File: src/rtl/vga_timing_gen.sv
// Parametrised VGA raster timing generator: pixel clock-enable divider, h/v counters and
// registered sync/blank/strobe decode. Define VGA_TESTPAT_EN to add an 8-bar colour test pattern.
module vga_timing_gen #(
    parameter int CLK_DIV  = 2,
    parameter int H_ACTIVE = 640,
    parameter int H_FP     = 16,
    parameter int H_SYNC   = 96,
    parameter int H_BP     = 48,
    parameter int V_ACTIVE = 480,
    parameter int V_FP     = 10,
    parameter int V_SYNC   = 2,
    parameter int V_BP     = 33,
    parameter int HS_POL   = 0,
    parameter int VS_POL   = 0,
    parameter int CW       = 10
) (
    input  logic          clk,
    input  logic          rst,
    input  logic          en,
    output logic          pix_ce,
    output logic          vga_clk,
    output logic          hsync,
    output logic          vsync,
    output logic          blank,
    output logic          sync,
    output logic [CW-1:0] pixelx,
    output logic [CW-1:0] pixely,
    output logic          active,
    output logic          line_start,
    output logic          frame_start
`ifdef VGA_TESTPAT_EN
    ,
    output logic [7:0]    vga_r,
    output logic [7:0]    vga_g,
    output logic [7:0]    vga_b
`endif
);

    localparam int H_TOTAL = H_ACTIVE + H_FP + H_SYNC + H_BP;
    localparam int V_TOTAL = V_ACTIVE + V_FP + V_SYNC + V_BP;
    localparam int DW      = $clog2(CLK_DIV);

    localparam logic [DW-1:0] DIV_LAST = DW'(CLK_DIV - 1);
    localparam logic [DW-1:0] DIV_HALF = DW'(CLK_DIV / 2);

    localparam logic [CW-1:0] H_LAST   = CW'(H_TOTAL - 1);
    localparam logic [CW-1:0] V_LAST   = CW'(V_TOTAL - 1);
    localparam logic [CW-1:0] H_ACT_C  = CW'(H_ACTIVE);
    localparam logic [CW-1:0] V_ACT_C  = CW'(V_ACTIVE);
    localparam logic [CW-1:0] HS_START = CW'(H_ACTIVE + H_FP);
    localparam logic [CW-1:0] HS_END   = CW'(H_ACTIVE + H_FP + H_SYNC);
    localparam logic [CW-1:0] VS_START = CW'(V_ACTIVE + V_FP);
    localparam logic [CW-1:0] VS_END   = CW'(V_ACTIVE + V_FP + V_SYNC);

    localparam logic HS_ON = (HS_POL != 0);
    localparam logic VS_ON = (VS_POL != 0);

    logic [DW-1:0] div_cnt;
    logic [DW-1:0] div_nxt;
    logic [CW-1:0] hcnt_nxt;
    logic [CW-1:0] vcnt_nxt;
    logic          h_wrap;
    logic          active_nxt;
    logic          hsync_nxt;
    logic          vsync_nxt;

    assign pix_ce = en && (div_cnt == DIV_LAST);
    assign blank  = active;
    assign sync   = 1'b0;

    always_comb begin
        div_nxt  = div_cnt;
        hcnt_nxt = pixelx;
        vcnt_nxt = pixely;
        h_wrap   = 1'b0;
        if (en) begin
            div_nxt = (div_cnt == DIV_LAST) ? '0 : div_cnt + DW'(1);
        end
        if (pix_ce) begin
            if (pixelx == H_LAST) begin
                hcnt_nxt = '0;
                h_wrap   = 1'b1;
                vcnt_nxt = (pixely == V_LAST) ? '0 : pixely + CW'(1);
            end else begin
                hcnt_nxt = pixelx + CW'(1);
            end
        end
    end

    // Decode from next-state counters so registered outputs line up with pixelx/pixely.
    always_comb begin
        active_nxt = (hcnt_nxt < H_ACT_C) && (vcnt_nxt < V_ACT_C);
        hsync_nxt  = ((hcnt_nxt >= HS_START) && (hcnt_nxt < HS_END)) ? HS_ON : ~HS_ON;
        vsync_nxt  = ((vcnt_nxt >= VS_START) && (vcnt_nxt < VS_END)) ? VS_ON : ~VS_ON;
    end

    always_ff @(posedge clk) begin
        if (rst) begin
            div_cnt     <= '0;
            vga_clk     <= 1'b0;
            pixelx      <= '0;
            pixely      <= '0;
            active      <= 1'b1;
            hsync       <= ~HS_ON;
            vsync       <= ~VS_ON;
            line_start  <= 1'b0;
            frame_start <= 1'b0;
        end else begin
            div_cnt     <= div_nxt;
            vga_clk     <= (div_nxt >= DIV_HALF);
            line_start  <= pix_ce && h_wrap;
            frame_start <= pix_ce && h_wrap && (vcnt_nxt == '0);
            if (pix_ce) begin
                pixelx <= hcnt_nxt;
                pixely <= vcnt_nxt;
                active <= active_nxt;
                hsync  <= hsync_nxt;
                vsync  <= vsync_nxt;
            end
        end
    end

`ifdef VGA_TESTPAT_EN
    logic [CW+2:0] hx8;
    logic [2:0]    bar_nxt;
    logic [2:0]    rgb_bits;

    // bar = floor(hcnt*8/H_ACTIVE), found by comparing against the seven bar edges.
    always_comb begin
        hx8     = {hcnt_nxt, 3'b000};
        bar_nxt = '0;
        for (int i = 1; i < 8; i++) begin
            if (hx8 >= (CW+3)'(i * H_ACTIVE)) begin
                bar_nxt = 3'(i);
            end
        end
    end

    always_comb begin
        case (bar_nxt)
            3'd0:    rgb_bits = 3'b111;
            3'd1:    rgb_bits = 3'b110;
            3'd2:    rgb_bits = 3'b011;
            3'd3:    rgb_bits = 3'b010;
            3'd4:    rgb_bits = 3'b101;
            3'd5:    rgb_bits = 3'b100;
            3'd6:    rgb_bits = 3'b001;
            default: rgb_bits = 3'b000;
        endcase
    end

    always_ff @(posedge clk) begin
        if (rst) begin
            vga_r <= 8'h00;
            vga_g <= 8'h00;
            vga_b <= 8'h00;
        end else if (pix_ce) begin
            vga_r <= active_nxt ? {8{rgb_bits[2]}} : 8'h00;
            vga_g <= active_nxt ? {8{rgb_bits[1]}} : 8'h00;
            vga_b <= active_nxt ? {8{rgb_bits[0]}} : 8'h00;
        end
    end
`endif

endmodule

File: config.mk
export PLATFORM = sky130hd
export DESIGN_NAME = vga_timing_gen
export DESIGN_NICKNAME = d
export VERILOG_FILES = /design/src/rtl/vga_timing_gen.sv
export SDC_FILE = /design/constraint.sdc
export NUM_CORES = 1
export LEC_CHECK = 0
export ABC_AREA = 0
export ABC_CLOCK_PERIOD_IN_PS = 4680
export BUFFER_PORTS_ARGS = -buffer_cell sky130_fd_sc_hd__buf_2
export CORE_ASPECT_RATIO = 0.75
export CORE_MARGIN = 1
export CORE_UTILIZATION = 58
export CTS_CLUSTER_DIAMETER = 200
export CTS_CLUSTER_SIZE = 24
export DETAILED_ROUTE_END_ITERATION = 8
export GPL_ROUTABILITY_DRIVEN = 0
export PLACE_DENSITY = 0.89
export SLEW_MARGIN = 10
export SYNTH_ARGS = -nofsm -noshare
export SYNTH_HDL_FRONTEND = slang
export SYNTH_SLANG_ARGS = --single-unit
File: constraint.sdc
create_clock -name clk -period 4.68 [get_ports clk]
set_input_delay 0.702 -clock clk [delete_from_list [all_inputs] [get_ports clk]]
set_output_delay 0.702 -clock clk [all_outputs]
set_load 0.02 [all_outputs]
After elaboration in Yosys (flattened, before gate mapping)
Index checks and enable logic that the tools add are counted.
- register bits after elaboration: 27
- input port bits: 3
- output and inout port bits: 29
- word-level logic and storage cells: 39
- add/subtract/negate cells: 3
- order comparisons: 7
- eq/ne operators: 2
- multiplexer cells: 11
- reductions and logical operators: 7
- operators by type and width (kind ; count):
    10-bit two-way mux ; 5
    10-bit by 1-bit adder with 10-bit output (second input constant) ; 2
    10-bit == test (second input constant) ; 2
    10-bit < comparator (second input constant) ; 2
    10-bit by 9-bit < comparator with 1-bit output (second input constant) ; 2
    10-bit >= comparator (second input constant) ; 1
    10-bit by 9-bit >= comparator with 1-bit output (second input constant) ; 1
    10-bit zero test ; 1
    1-bit logical AND ; 6
    1-bit two-way mux ; 6
    1-bit adder (second input constant) ; 1
    1-bit >= comparator (second input constant) ; 1

Depth between registers and ports, before layout
Gate-level depths: netlist (run 1).
- word-level depth: 7
- mapped depth: 9
- gate-level depth less buffers: 8

Worst setup path before layout (run 1)
Ideal clock, no wire load.
- kind: input to register
- start point: in en
- end point: reg vsync
- arrival time: 2350 ps
- slack: 2185 ps
- cell stages on the path: 7
- path through: ha_1 > nand4_4 > or4_4 > nor3_2 > xnor2_1 > nor3_2 > a41oi_1
- cells in the longest elaborated chain, start to end: 5
- elaborated cells between the ends (all ways): 6
- ends and longest elaborated chain (item ; RTL line ; RTL):
    from (decl) ; 19 ; input logic en,
    1-bit logical AND * ; 67 ; assign pix_ce = en && (div_cnt == DIV_LAST);
    10-bit two-way mux ; 79 ; if (pix_ce) begin
    10-bit by 9-bit >= comparator with 1-bit output or 10-bit by 9-bit < comparator with 1-bit output (tied branches) ; 94 ; vsync_nxt = ((vcnt_nxt >= VS_START) && (vcnt_nxt < VS_END)) ? VS_ON : ~VS_ON;
    1-bit logical AND ; 94 ;
    1-bit two-way mux ; 94 ;
    to (signal assigned) ; 105 ; vsync <= ~VS_ON;
    to (signal assigned) ; 118 ; vsync <= vsync_nxt;
    to (decl) ; 23 ; output logic vsync,
Mark *: on every way between the ends. The rest lies on a longest branch, timed or not.
A chain may end at the register's enable or synchronous reset.

Final worst setup path (run 1)
- start point: in en
- end point: reg active
- cells in the longest elaborated chain, start to end: 4
- elaborated cells between the ends (all ways): 6
- ends and longest elaborated chain (item ; RTL line ; RTL):
    1-bit logical AND * ; 67 ;
    10-bit two-way mux ; 79 ;
    10-bit < comparator or 10-bit by 9-bit < comparator with 1-bit output (tied branches) ; 92 ; active_nxt = (hcnt_nxt < H_ACT_C) && (vcnt_nxt < V_ACT_C);
    1-bit logical AND ; 92 ;
    to (signal assigned) ; 116 ; active <= active_nxt;
    to (decl) ; 28 ; output logic active,
Marks and branches as above.

==> results.md, run 1 <==
- Nets: 215
- Die W: 60.7 um
- Max Clock Freq: 353 MHz
- CP max stage delay: 0.62 ns
- Area grow syn2layout: 13.0%
- Worst Path Buf+Inv: 1
- Multi-input logic area: 900 um2
- Worst Hold Class: reg2reg
- Post-synth EDFFs: 0
- Layout cells sized above 1: 0.203
- Worst Max-Slew Pin Slew: 0.667 ns
- Synth cell types: 46
- Synth Instances: 184
- Routed vias: 1452
- Outcome: complete, no violations
- Synth Register Bits: 26
- Yosys top cell area share: 0.347
- Iter 0 DRT Violations: 121
- Sum Neg Setup Slack: 0 ns
- Root buf cell: clkbuf_4
- Final setup fails: 0
- FF+latch area: 520 um2
- Initial antenna violation count: 0
- Crit. End Element: flop
- Die H: 46.0 um
- Max Slew Vio Count: 0
- Synth Net Count: 191
- # fillers: 189
- Max_cap viols: 0
- Final core utilization: 0.717
- Crit Path Max Fanout: 14
- Crit path to: active$_SDFFE_PP1P_
- Number of CTS-inserted buffers: 3
- Tcrit/Tclk final: 0.605
- Vias in the first global route: 1191
- Family with the most delay on the worst path: simple AND/OR/NAND/NOR gates
- Hold buffer count at cts: 0
- Router iterations before antenna repair: 4
- Cts repair resizes: 0
- Stages on worst setup path: 8
- Lkg Pwr: 0.659 nW
- DRC viols: 0
- # Post-CTS Setup Buffers: 0
- Core Region: 2360 um2
- Clk sinks: 26
- Via/cell ratio: 6.02
- GRT Util Overall: 0.269
- Crit path time final: 2.83 ns
- FF-to-FF End: active$_SDFFE_PP1P_
- Avg Cell Area, Syn: 8.15 um2
- TritonCTS clock tree: yes
- Post-synth top cells: 26 x dfxtp_1, 17 x nand2_1, 17 x nor2_1
- Diodes inserted: 0
- Clock-pin transition on the worst setup and hold timing paths: 0.15 ns
- RSZ-0062 raised after global routing: no
- DIE AREA: 2800 um2
- Path depth of the worst reg2reg path: 7
- Worst Setup Start Kind: input pin
- Largest net degree at the start of global routing: 24
- Slew headroom: 0.552
- WP data arrival: 3.10 ns
- Initial Util: 0.634
- Sequential cell area fraction in the yosys report: 0.347
- Synth Flop Type: dfxtp_1
- Tot Pwr: 0.000404 W
- Critical Path, Cell by Cell: buf_2 > ha_1 > nand4_4 > nor4_4 > o21ai_1 > a22o_1 > or3_1 > o31ai_1
- Max IR drop VDD: 0.000219 V
- Worst r2r src: vga_clk$_SDFF_PP0_
- Critical path class: in2reg
- Req. time, crit path: 4.94 ns
- Hpwl dp: 2550 um
- Num rows: 15
- Max Buffers Root-to-Sink: 2
- Area leader, netlist: dfxtp_1
- Reg2reg setup slack: 1.93 ns
- Final wirelength: 3570 um
- Fraction of registers with async set/reset: 0
- Worst slack, placed: 1.56 ns
- Main area contributors after synthesis: dfxtp_1 35%, xnor2_1 4.7%, nor3_1 4.3%
- Ports: 32
- First-pass GRT wire length: 5440 um
- Warnings from Yosys: 0
- Post-route setup slack: 1.85 ns
- H-tree depth: 1
- Final hold vios: 0
- Cell Pwr Density: 238 nW/um2
- Most frequent cell after synthesis: dfxtp_1
- Highest-delay cell along the critical path: nor4_4
- Port bufs: 30
- Overflow after GRT: 0
- Synth Cell Area: 1500 um2
- Drt wl/cell: 14.8 um
- Post-route clock skew: 0.0130 ns
- Clk_lat worst skew: 0.33 ns
- Post-route ant nets: 0
- Worst Setup SP: en
-- worst register-to-register path, stage by stage (launching register included) --
cell and delay [ns]:
dfxtp_1 0.37, ha_1 0.51, nand4_4 0.20, nor4_4 0.62, o21ai_1 0.15, a22o_1 0.30
or3_1 0.36, o31ai_1 0.19
-- per-layer routing --
layer	vias up	wire [um]	GRT usage
met2	66	1600	0.420
met5	-	0	0
li1	706	-	-
met4	0	28	0.0500
met1	676	1660	0.377
met3	4	276	0.0710
-- sequential cells by signal, summed over array words and instances (netlist names) --
register,cells
vga_clk,1
hsync,1
line_start,1
vsync,1
active,1
frame_start,1
pixelx,10
pixely,10
-- placed cells by master (no fill, tap or decap), types with 2 or more instances in the layout --
master | synthesis | routed
nor4_1 | 3 | 3
and2_1 | 3 | 3
nor2_1 | 17 | 17
a211oi_1 | 2 | 2
nor3_2 | 2 | 2
xnor2_1 | 8 | 8
o22ai_1 | 2 | 2
nor3_1 | 13 | 13
buf_2 | 4 | 30
xor2_1 | 6 | 6
ha_1 | 4 | 4
nand4_1 | 5 | 5
o211ai_1 | 4 | 4
nand2_1 | 17 | 17
a31oi_1 | 3 | 3
a21oi_1 | 8 | 8
o31ai_1 | 2 | 2
mux2i_1 | 3 | 3
o21ai_0 | 5 | 5
clkbuf_4 | 0 | 3
and3_1 | 3 | 3
inv_1 | 6 | 6
nand2b_1 | 2 | 2
or2_2 | 2 | 2
nand3_1 | 6 | 6
or3_1 | 2 | 2
dfxtp_1 | 26 | 26
-- cell type report --
| class | count | area share |
|---|---|---|
| clock buffer | 3 | 0.0133 |
| clock inverter | 1 | 0.0177 |
| inverter | 6 | 0.0133 |
| multi-input combinational | 140 | 0.531 |
| sequential | 26 | 0.307 |
| tap | 34 | 0.0251 |
| timing repair buffer | 31 | 0.0930 |
-- worst min-delay path by stage --
stage                                start                endpoint  depth (start not counted)
floorplan           pixelx[1]$_SDFFE_PP0P_  pixelx[1]$_SDFFE_PP0P_                          2
finish                  hsync$_SDFFE_PP1P_      hsync$_SDFFE_PP1P_                          2
detailed placement      hsync$_SDFFE_PP1P_      hsync$_SDFFE_PP1P_                          2
CTS                     hsync$_SDFFE_PP1P_      hsync$_SDFFE_PP1P_                          2
global placement        hsync$_SDFFE_PP1P_      hsync$_SDFFE_PP1P_                          2
global route            hsync$_SDFFE_PP1P_      hsync$_SDFFE_PP1P_                          2
-- cell families (layout without fill, tap and decap cells) --
logic type / count (synthesis) / after routing / synth area share
flops: 26 / 26 / 0.347
xor+xnor: 14 / 14 / 0.0817
mux: 3 / 3 / 0.0200
compound gates: 34 / 34 / 0.148
fa+ha+maj: 4 / 4 / 0.0334
other cells: 1 / 1 / 0.00250
buf+inv: 18 / 41 / 0.0534
simple gates: 84 / 84 / 0.314
-- stage by stage --
| step | hold WS [ns] | instances | area (um2) |
|---|---|---|---|
| 2_1_floorplan | 0.579 | 184 | 1500 |
| 3_3_place_gp | 0.466 | 237 | 1640 |
| 3_5_place_dp | 0.472 | 237 | 1640 |
| 4_1_cts | 0.506 | 241 | 1700 |
| 5_1_grt | 0.547 | 241 | 1700 |
| 6_report | 0.503 | 241 | 1700 |
-- where the power goes --
group / switching, W / total, W / internal [W] / leakage (nW)
Clock: 0.0000702 / 0.000157 / 0.0000867 / 0.0279
Sequential: 0.00000209 / 0.000226 / 0.000224 / 0.210
Combinational: 0.0000149 / 0.0000211 / 0.00000618 / 0.422
Total: 0.0000872 / 0.000404 / 0.000317 / 0.659
Note: power is estimated with default switching activity, not from simulation.
==> inputs of run 2 (changes only) <==
--- a/config.mk
+++ b/config.mk
@@ -6,16 +6,16 @@
 export NUM_CORES = 1
 export LEC_CHECK = 0
 export ABC_AREA = 0
-export ABC_CLOCK_PERIOD_IN_PS = 4680
+export ABC_CLOCK_PERIOD_IN_PS = 2300
 export BUFFER_PORTS_ARGS = -buffer_cell sky130_fd_sc_hd__buf_2
 export CORE_ASPECT_RATIO = 0.75
 export CORE_MARGIN = 1
-export CORE_UTILIZATION = 58
+export CORE_UTILIZATION = 48
 export CTS_CLUSTER_DIAMETER = 200
 export CTS_CLUSTER_SIZE = 24
 export DETAILED_ROUTE_END_ITERATION = 8
 export GPL_ROUTABILITY_DRIVEN = 0
-export PLACE_DENSITY = 0.89
+export PLACE_DENSITY = 0.79
 export SLEW_MARGIN = 10
 export SYNTH_ARGS = -nofsm -noshare
 export SYNTH_HDL_FRONTEND = slang
==> constraint.sdc (replaced) <==
create_clock -name clk -period 2.3 [get_ports clk]
set_input_delay 0.345 -clock clk [delete_from_list [all_inputs] [get_ports clk]]
set_output_delay 0.345 -clock clk [all_outputs]
set_load 0.02 [all_outputs]
==> run 2 against run 1 <==
  * Routed wire length grew 0.73%
  * Register-to-register slack lost 1.8 ns
  * Flip-flop and latch count is the same
  * Hold slack lost 0.076 ns
  * Non-clock buffer count grew 13
  * Cell count grew 7.1%
  * First-iteration DRC count shrank 20%
  * Critical path type is now reg2reg
  * Count of clock-buffer cells in the layout grew 1
  * Largest power group unchanged
  * Sequential power grew 100%
==> results.md, run 2 (synthesis gave the netlist of run 1 again) <==
- Clk sinks: 26 (unchanged)
- Worst Setup Start Kind: flop
- Max Slew Vio Count: 0 (unchanged)
- Most common cell on crit path: buf_4
- # fillers: 272 (+44%)
- Layout cells sized above 1: 0.264 (+0.0607)
- Post-route setup slack: 0.179 ns (-1.67 ns)
- Root buf cell: clkbuf_8
- Lkg Pwr: 0.731 nW (+11%)
- Largest registers: pixelx (10), pixely (10)
- GRT Util Overall: 0.237 (-0.0320)
- Routed vias: 1482 (+2.1%)
- DRC viols: 0 (unchanged)
- Multi-input logic area: 906 um2 (+0.70%)
- Worst hold start: en
- Worst r2r src: pixelx[7]$_SDFFE_PP0P_
- Diodes inserted: 0 (unchanged)
- Most frequent cells in the layout: 30 x buf_2, 24 x dfxtp_1, 17 x nand2_1, 17 x nor2_1, 14 x buf_4
- Max Clock Freq: 471 MHz
- DIE AREA: 3360 um2 (+20%)
- Hold path cells: 3 (+1)
- WP data arrival: 2.29 ns (-0.81 ns)
- Final hold vios: 0 (unchanged)
- Worst Hold Class: in2reg
- RSZ-0062 raised after global routing: no
- Post-route ant nets: 0 (unchanged)
- Req. time, crit path: 2.47 ns (-2.47 ns)
- Drt wl/cell: 13.9 um (-5.9%)
- Initial Util: 0.507 (-0.127)
- Initial antenna violation count: 0 (unchanged)
- Num rows: 17 (+2)
- Cell Pwr Density: 440 nW/um2 (+85%)
- Hpwl dp: 2590 um (+1.5%)
- Overflow after GRT: 0 (unchanged)
- Ports: 32 (unchanged)
- Die W: 66.6 um (+9.6%)
- Clock-pin transition on the worst setup and hold timing paths: 0.09 ns (-0.06 ns)
- Post-route clock skew: 0.00562 ns (-0.00734 ns)
- # Post-CTS Setup Buffers: 0 (unchanged)
- Tot Pwr: 0.000797 W (+97%)
- Path depth of the worst reg2reg path: 8 (+1)
- Critical Path, Cell by Cell: nand4bb_1 > buf_4 > nor4_4 > buf_4 > nand3_1 > mux2i_1 > o211ai_1 > nor4_2
- Final wirelength: 3590 um (+0.73%)
- CP max stage delay: 0.38 ns (-0.24 ns)
- Stages on worst setup path: 8 (unchanged)
- Largest net degree at the start of global routing: 24 (unchanged)
- Clk_lat worst skew: 0.27 ns (-0.06 ns)
- Dpl cell area: 1750 um2 (+6.2%)
- Final setup fails: 0 (unchanged)
- Max IR drop VDD: 0.000287 V (+31%)
- Highest-delay cell along the critical path: dfxtp_1
- Number of CTS-inserted buffers: 3 (unchanged)
- Die H: 50.4 um (+9.5%)
- Nets: 228 (+6.0%)
- Iter 0 DRT Violations: 97 (-20%)
- Crit. End Element: flop
- Final core utilization: 0.612 (-0.105)
- Max Buffers Root-to-Sink: 2 (unchanged)
- Crit path time final: 2.12 ns
- Worst Setup SP: pixelx[7]$_SDFFE_PP0P_
- Sum Neg Setup Slack: 0 ns (unchanged)
- Area grow syn2layout: 20.6%
- H-tree depth: 1 (unchanged)
- Family with the most delay on the worst path: simple AND/OR/NAND/NOR gates
- FF+latch area: 523 um2 (+0.48%)
- First-pass GRT wire length: 6110 um (+12%)
- Cell area after layout: 1810 um2 (+6.7%)
- Router iterations before antenna repair: 5 (+1)
- Worst slack, placed: 0.0699 ns (-1.49 ns)
- Crit Path Max Fanout: 12 (-2)
- Max_cap viols: 0 (unchanged)
- Port bufs: 30 (unchanged)
- Via/cell ratio: 5.74 (-4.7%)
- Tcrit/Tclk final: 0.922
- TritonCTS clock tree: yes
- Critical path class: reg2reg
- Core Region: 2960 um2 (+25%)
- Worst Path Buf+Inv: 2 (+1)
- Outcome: complete, no violations
- Vias in the first global route: 1283 (+7.7%)
- Most common cell after layout, fill and taps aside: buf_2
==> run 2: final timing paths <==
| path | endpoint | slack, ns |
|---|---|---|
| min reg2reg | active$_SDFFE_PP1P_ | 0.50 |
| min | vga_clk$_SDFF_PP0_ | 0.43 |
| max | frame_start$_SDFF_PP0_ | 0.18 |
| max reg2reg | frame_start$_SDFF_PP0_ | 0.18 |
==> run 2: through the flow <==
stage / hold slack, ns / std cells
after floorplan: 0.417 / 184
after global placement: 0.489 / 254
after detailed placement: 0.487 / 254
after CTS: 0.424 / 258
after global routing: 0.440 / 258
final: 0.427 / 258
==> run 2: what timing repair did <==
item,4_1_cts,5_1_grt
gates resized for setup,0,3
setup endpoints to repair,0,1
hold buffers,0,0
==> run 2: power breakdown <==
| part | switching [W] | leakage (nW) | internal (W) |
|---|---|---|---|
| combinational | 0.0000323 | 0.491 | 0.0000157 |
| clock | 0.000139 | 0.0288 | 0.000153 |
| sequential | 0.00000258 | 0.211 | 0.000454 |
==> run 2: layout make-up <==
class / count / share of cell area
Inverter: 6 / 0.0124
Multi-Input combinational cell: 140 / 0.501
Tap cell: 38 / 0.0263
Sequential cell: 26 / 0.289
Clock buffer: 4 / 0.0304
Timing Repair Buffer: 44 / 0.141
==> run 2: tightest hold or removal path, stage by stage <==
cell and delay, ns:
buf_2 0.08, ha_1 0.11, nor2b_1 0.12
==> run 2: metal layers <==
metal  up-vias  wire, um  GRT usage
met3         2       319     0.0568
met4         0        12     0.0248
met2        70      1470      0.350
met1       672      1790      0.355
met5         -         0          0
li1        738         -          -
==> inputs of run 3 (changes only) <==
--- a/config.mk
+++ b/config.mk
@@ -15,7 +15,7 @@
 export CTS_CLUSTER_SIZE = 24
 export DETAILED_ROUTE_END_ITERATION = 8
 export GPL_ROUTABILITY_DRIVEN = 0
-export PLACE_DENSITY = 0.79
+export PLACE_DENSITY = 0.74
 export SLEW_MARGIN = 10
 export SYNTH_ARGS = -nofsm -noshare
 export SYNTH_HDL_FRONTEND = slang
==> run 3 against run 2 <==
  * Count of clock-buffer cells in the layout did not move
  * Global-route usage up 0.74 points
  * Core utilization is essentially flat
  * First-iteration DRC count is 1.0% lower
  * Clock skew shrank 0.0023 ns
  * Worst setup slack lost 0.046 ns
  * Routed wire length grew 5.9%
  * Maximum frequency decreased by 2.1%
==> results.md, run 3 (synthesis gave the netlist of run 1 again) <==
- Tcrit/Tclk final: 0.942 (+0.0200)
- Highest-delay cell along the critical path: or4_4
- Iter 0 DRT Violations: 96 (-1.0%)
- Met3 Use GR: 0.0750 (+0.0182)
- TritonCTS clock tree: yes
- GRT Util Overall: 0.244 (+0.00737)
- Nets: 227 (-0.44%)
- Ports: 32 (unchanged)
- DRC viols: 0 (unchanged)
- Die H: 50.4 um (unchanged)
- Critical path class: reg2reg
- Clk_lat worst skew: 0.27 ns (about the same)
- Initial Util: 0.507 (unchanged)
- Critical Path, Cell by Cell: ha_2 > inv_1 > or4_4 > nor3_2 > xnor2_1 > nor3_2 > o31ai_1
- Final wirelength: 3800 um (+5.9%)
- Max Clock Freq: 461 MHz (-2.1%)
- Outcome: complete, no violations
- Clock-pin transition on the worst setup and hold timing paths: 0.09 ns (about the same)
- Layout cells sized above 1: 0.269 (+0.00577)
- DIE AREA: 3360 um2 (unchanged)
- Max_cap viols: 0 (unchanged)
- Path depth of the worst reg2reg path: 7 (-1)
- Max Buffers Root-to-Sink: 2 (unchanged)
- Clk sinks: 26 (unchanged)
- Post-route setup slack: 0.133 ns (-0.0459 ns)
- Reg2reg setup slack: 0.13 ns (-0.05 ns)
- Most common cell after layout, fill and taps aside: buf_2
- Core Region: 2960 um2 (unchanged)
- Worst Setup SP: pixelx[0]$_SDFFE_PP0P_
- Router iterations before antenna repair: 4 (-1)
- Req. time, crit path: 2.49 ns (+0.02 ns)
- Largest registers: pixelx (10), pixely (10)
- Most frequent cells in the layout: 30 x buf_2, 24 x dfxtp_1, 17 x nand2_1, 17 x nor2_1
- Num rows: 17 (unchanged)
- H-tree depth: 1 (unchanged)
- # Post-CTS Setup Buffers: 0 (unchanged)
- Met1 Resource Use GR: 0.340 (-0.0146)
- Overflow after GRT: 0 (unchanged)
- Initial antenna violation count: 0 (unchanged)
- Worst Hold Class: in2reg
- Worst Setup Start Kind: flop
- Worst slack, placed: 0.0635 ns (-0.00646 ns)
- Final setup fails: 0 (unchanged)
- Crit. End Element: flop
- Number of CTS-inserted buffers: 3 (unchanged)
- Hpwl dp: 2780 um (+7.4%)
- RSZ-0062 raised after global routing: no
- GRT busiest layer: met2
- Cell Pwr Density: 443 nW/um2 (+0.59%)
- Root buf cell: clkbuf_8
- Routed vias: 1469 (-0.88%)
- Port bufs: 30 (unchanged)
- Max Slew Vio Count: 0 (unchanged)
- Max IR drop VDD: 0.000395 V (+38%)
- Area grow syn2layout: 20.7% (about the same)
- First-pass GRT wire length: 6120 um (+0.11%)
- Diodes inserted: 0 (unchanged)
- Post-route clock skew: 0.00328 ns (-0.00234 ns)
- CP max stage delay: 0.57 ns (+0.19 ns)
- Worst r2r src: pixelx[0]$_SDFFE_PP0P_
- Drt wl/cell: 14.8 um (+6.3%)
- Final hold vios: 0 (unchanged)
- Cts repair resizes: 0 (unchanged)
- FF-to-FF End: active$_SDFFE_PP1P_
- Die W: 66.6 um (unchanged)
- Crit Path Max Fanout: 6 (-6)
- Post-route ant nets: 0 (unchanged)
- Hold buffer count at cts: 0 (unchanged)
- Met2 usage: 0.367 (+0.0168)
- Largest net degree at the start of global routing: 24 (unchanged)
- Most common cell on crit path: nor3_2
- WP data arrival: 2.36 ns (+0.07 ns)
- Crit path time final: 2.17 ns (+0.0459 ns)
- Vias in the first global route: 1314 (+2.4%)
- Lkg Pwr: 0.723 nW (-1.1%)
- Sum Neg Setup Slack: 0 ns (unchanged)
- Crit path to: active$_SDFFE_PP1P_
- Via/cell ratio: 5.72 (-0.49%)
[run 3: cell count changes in the layout (fill, tap and decap cells not counted)]
cell | before | now
a2111oi_0 | 1 | 0
a2111oi_2 | 0 | 1
buf_4 | 14 | 13
ha_1 | 4 | 3
ha_2 | 0 | 1
[run 3: cell type report]
class / count / area (um2)
Sequential cell: 26 / 523
Tap cell: 38 / 47.5
Inverter: 6 / 22.5
Multi-Input combinational cell: 140 / 915
Timing Repair Buffer: 43 / 248
Fill cell: 262 / 1150
Clock buffer: 4 / 55.1
[run 3: where the power goes]
part	internal (W)	switching [W]
Combinational	0.0000139	0.0000307
Sequential	0.000455	0.00000406
Clock	0.000153	0.000145
Total	0.000622	0.000180
[run 3: how the worst min path moves through the flow]
stage | from | endpoint | slack [ns] | depth (start not counted)
3_5_place_dp | hsync$_SDFFE_PP1P_ | hsync$_SDFFE_PP1P_ | 0.48 | 2
3_3_place_gp | hsync$_SDFFE_PP1P_ | hsync$_SDFFE_PP1P_ | 0.48 | 2
2_1_floorplan | rst | vga_clk$_SDFF_PP0_ | 0.42 | 1
4_1_cts | en | vga_clk$_SDFF_PP0_ | 0.40 | 3
5_1_grt | en | vga_clk$_SDFF_PP0_ | 0.42 | 3
6_report | en | vga_clk$_SDFF_PP0_ | 0.40 | 3
[run 3: worst max-delay path, delay by kind of cell (launching register included)]
kind | cells | cell delay [ns]
AND/OR/NAND/NOR | 3 | 0.89
flip-flops | 1 | 0.38
AO/OA/AOI/OAI | 1 | 0.25
adder cells (fa/ha/maj) | 1 | 0.23
XOR/XNOR | 1 | 0.21
buffers and inverters | 1 | 0.12
[run 3: metal layers]
metal / vias to the layer above / routed length, um
met5: - / 0
met4: 0 / 14
met3: 2 / 372
met2: 65 / 1630
met1: 672 / 1790
li1: 730 / -
[run 3: stage by stage]
stage	util	instances	power (W)	area (um2)	hold slack, ns
2_1_floorplan	-	184	0.000501	1500	0.417
3_3_place_gp	0.588	253	0.000511	1740	0.482
3_5_place_dp	0.588	253	0.000513	1740	0.484
4_1_cts	0.606	257	0.000809	1790	0.399
5_1_grt	0.612	257	0.000826	1810	0.419
6_report	0.612	257	0.000802	1810	0.403
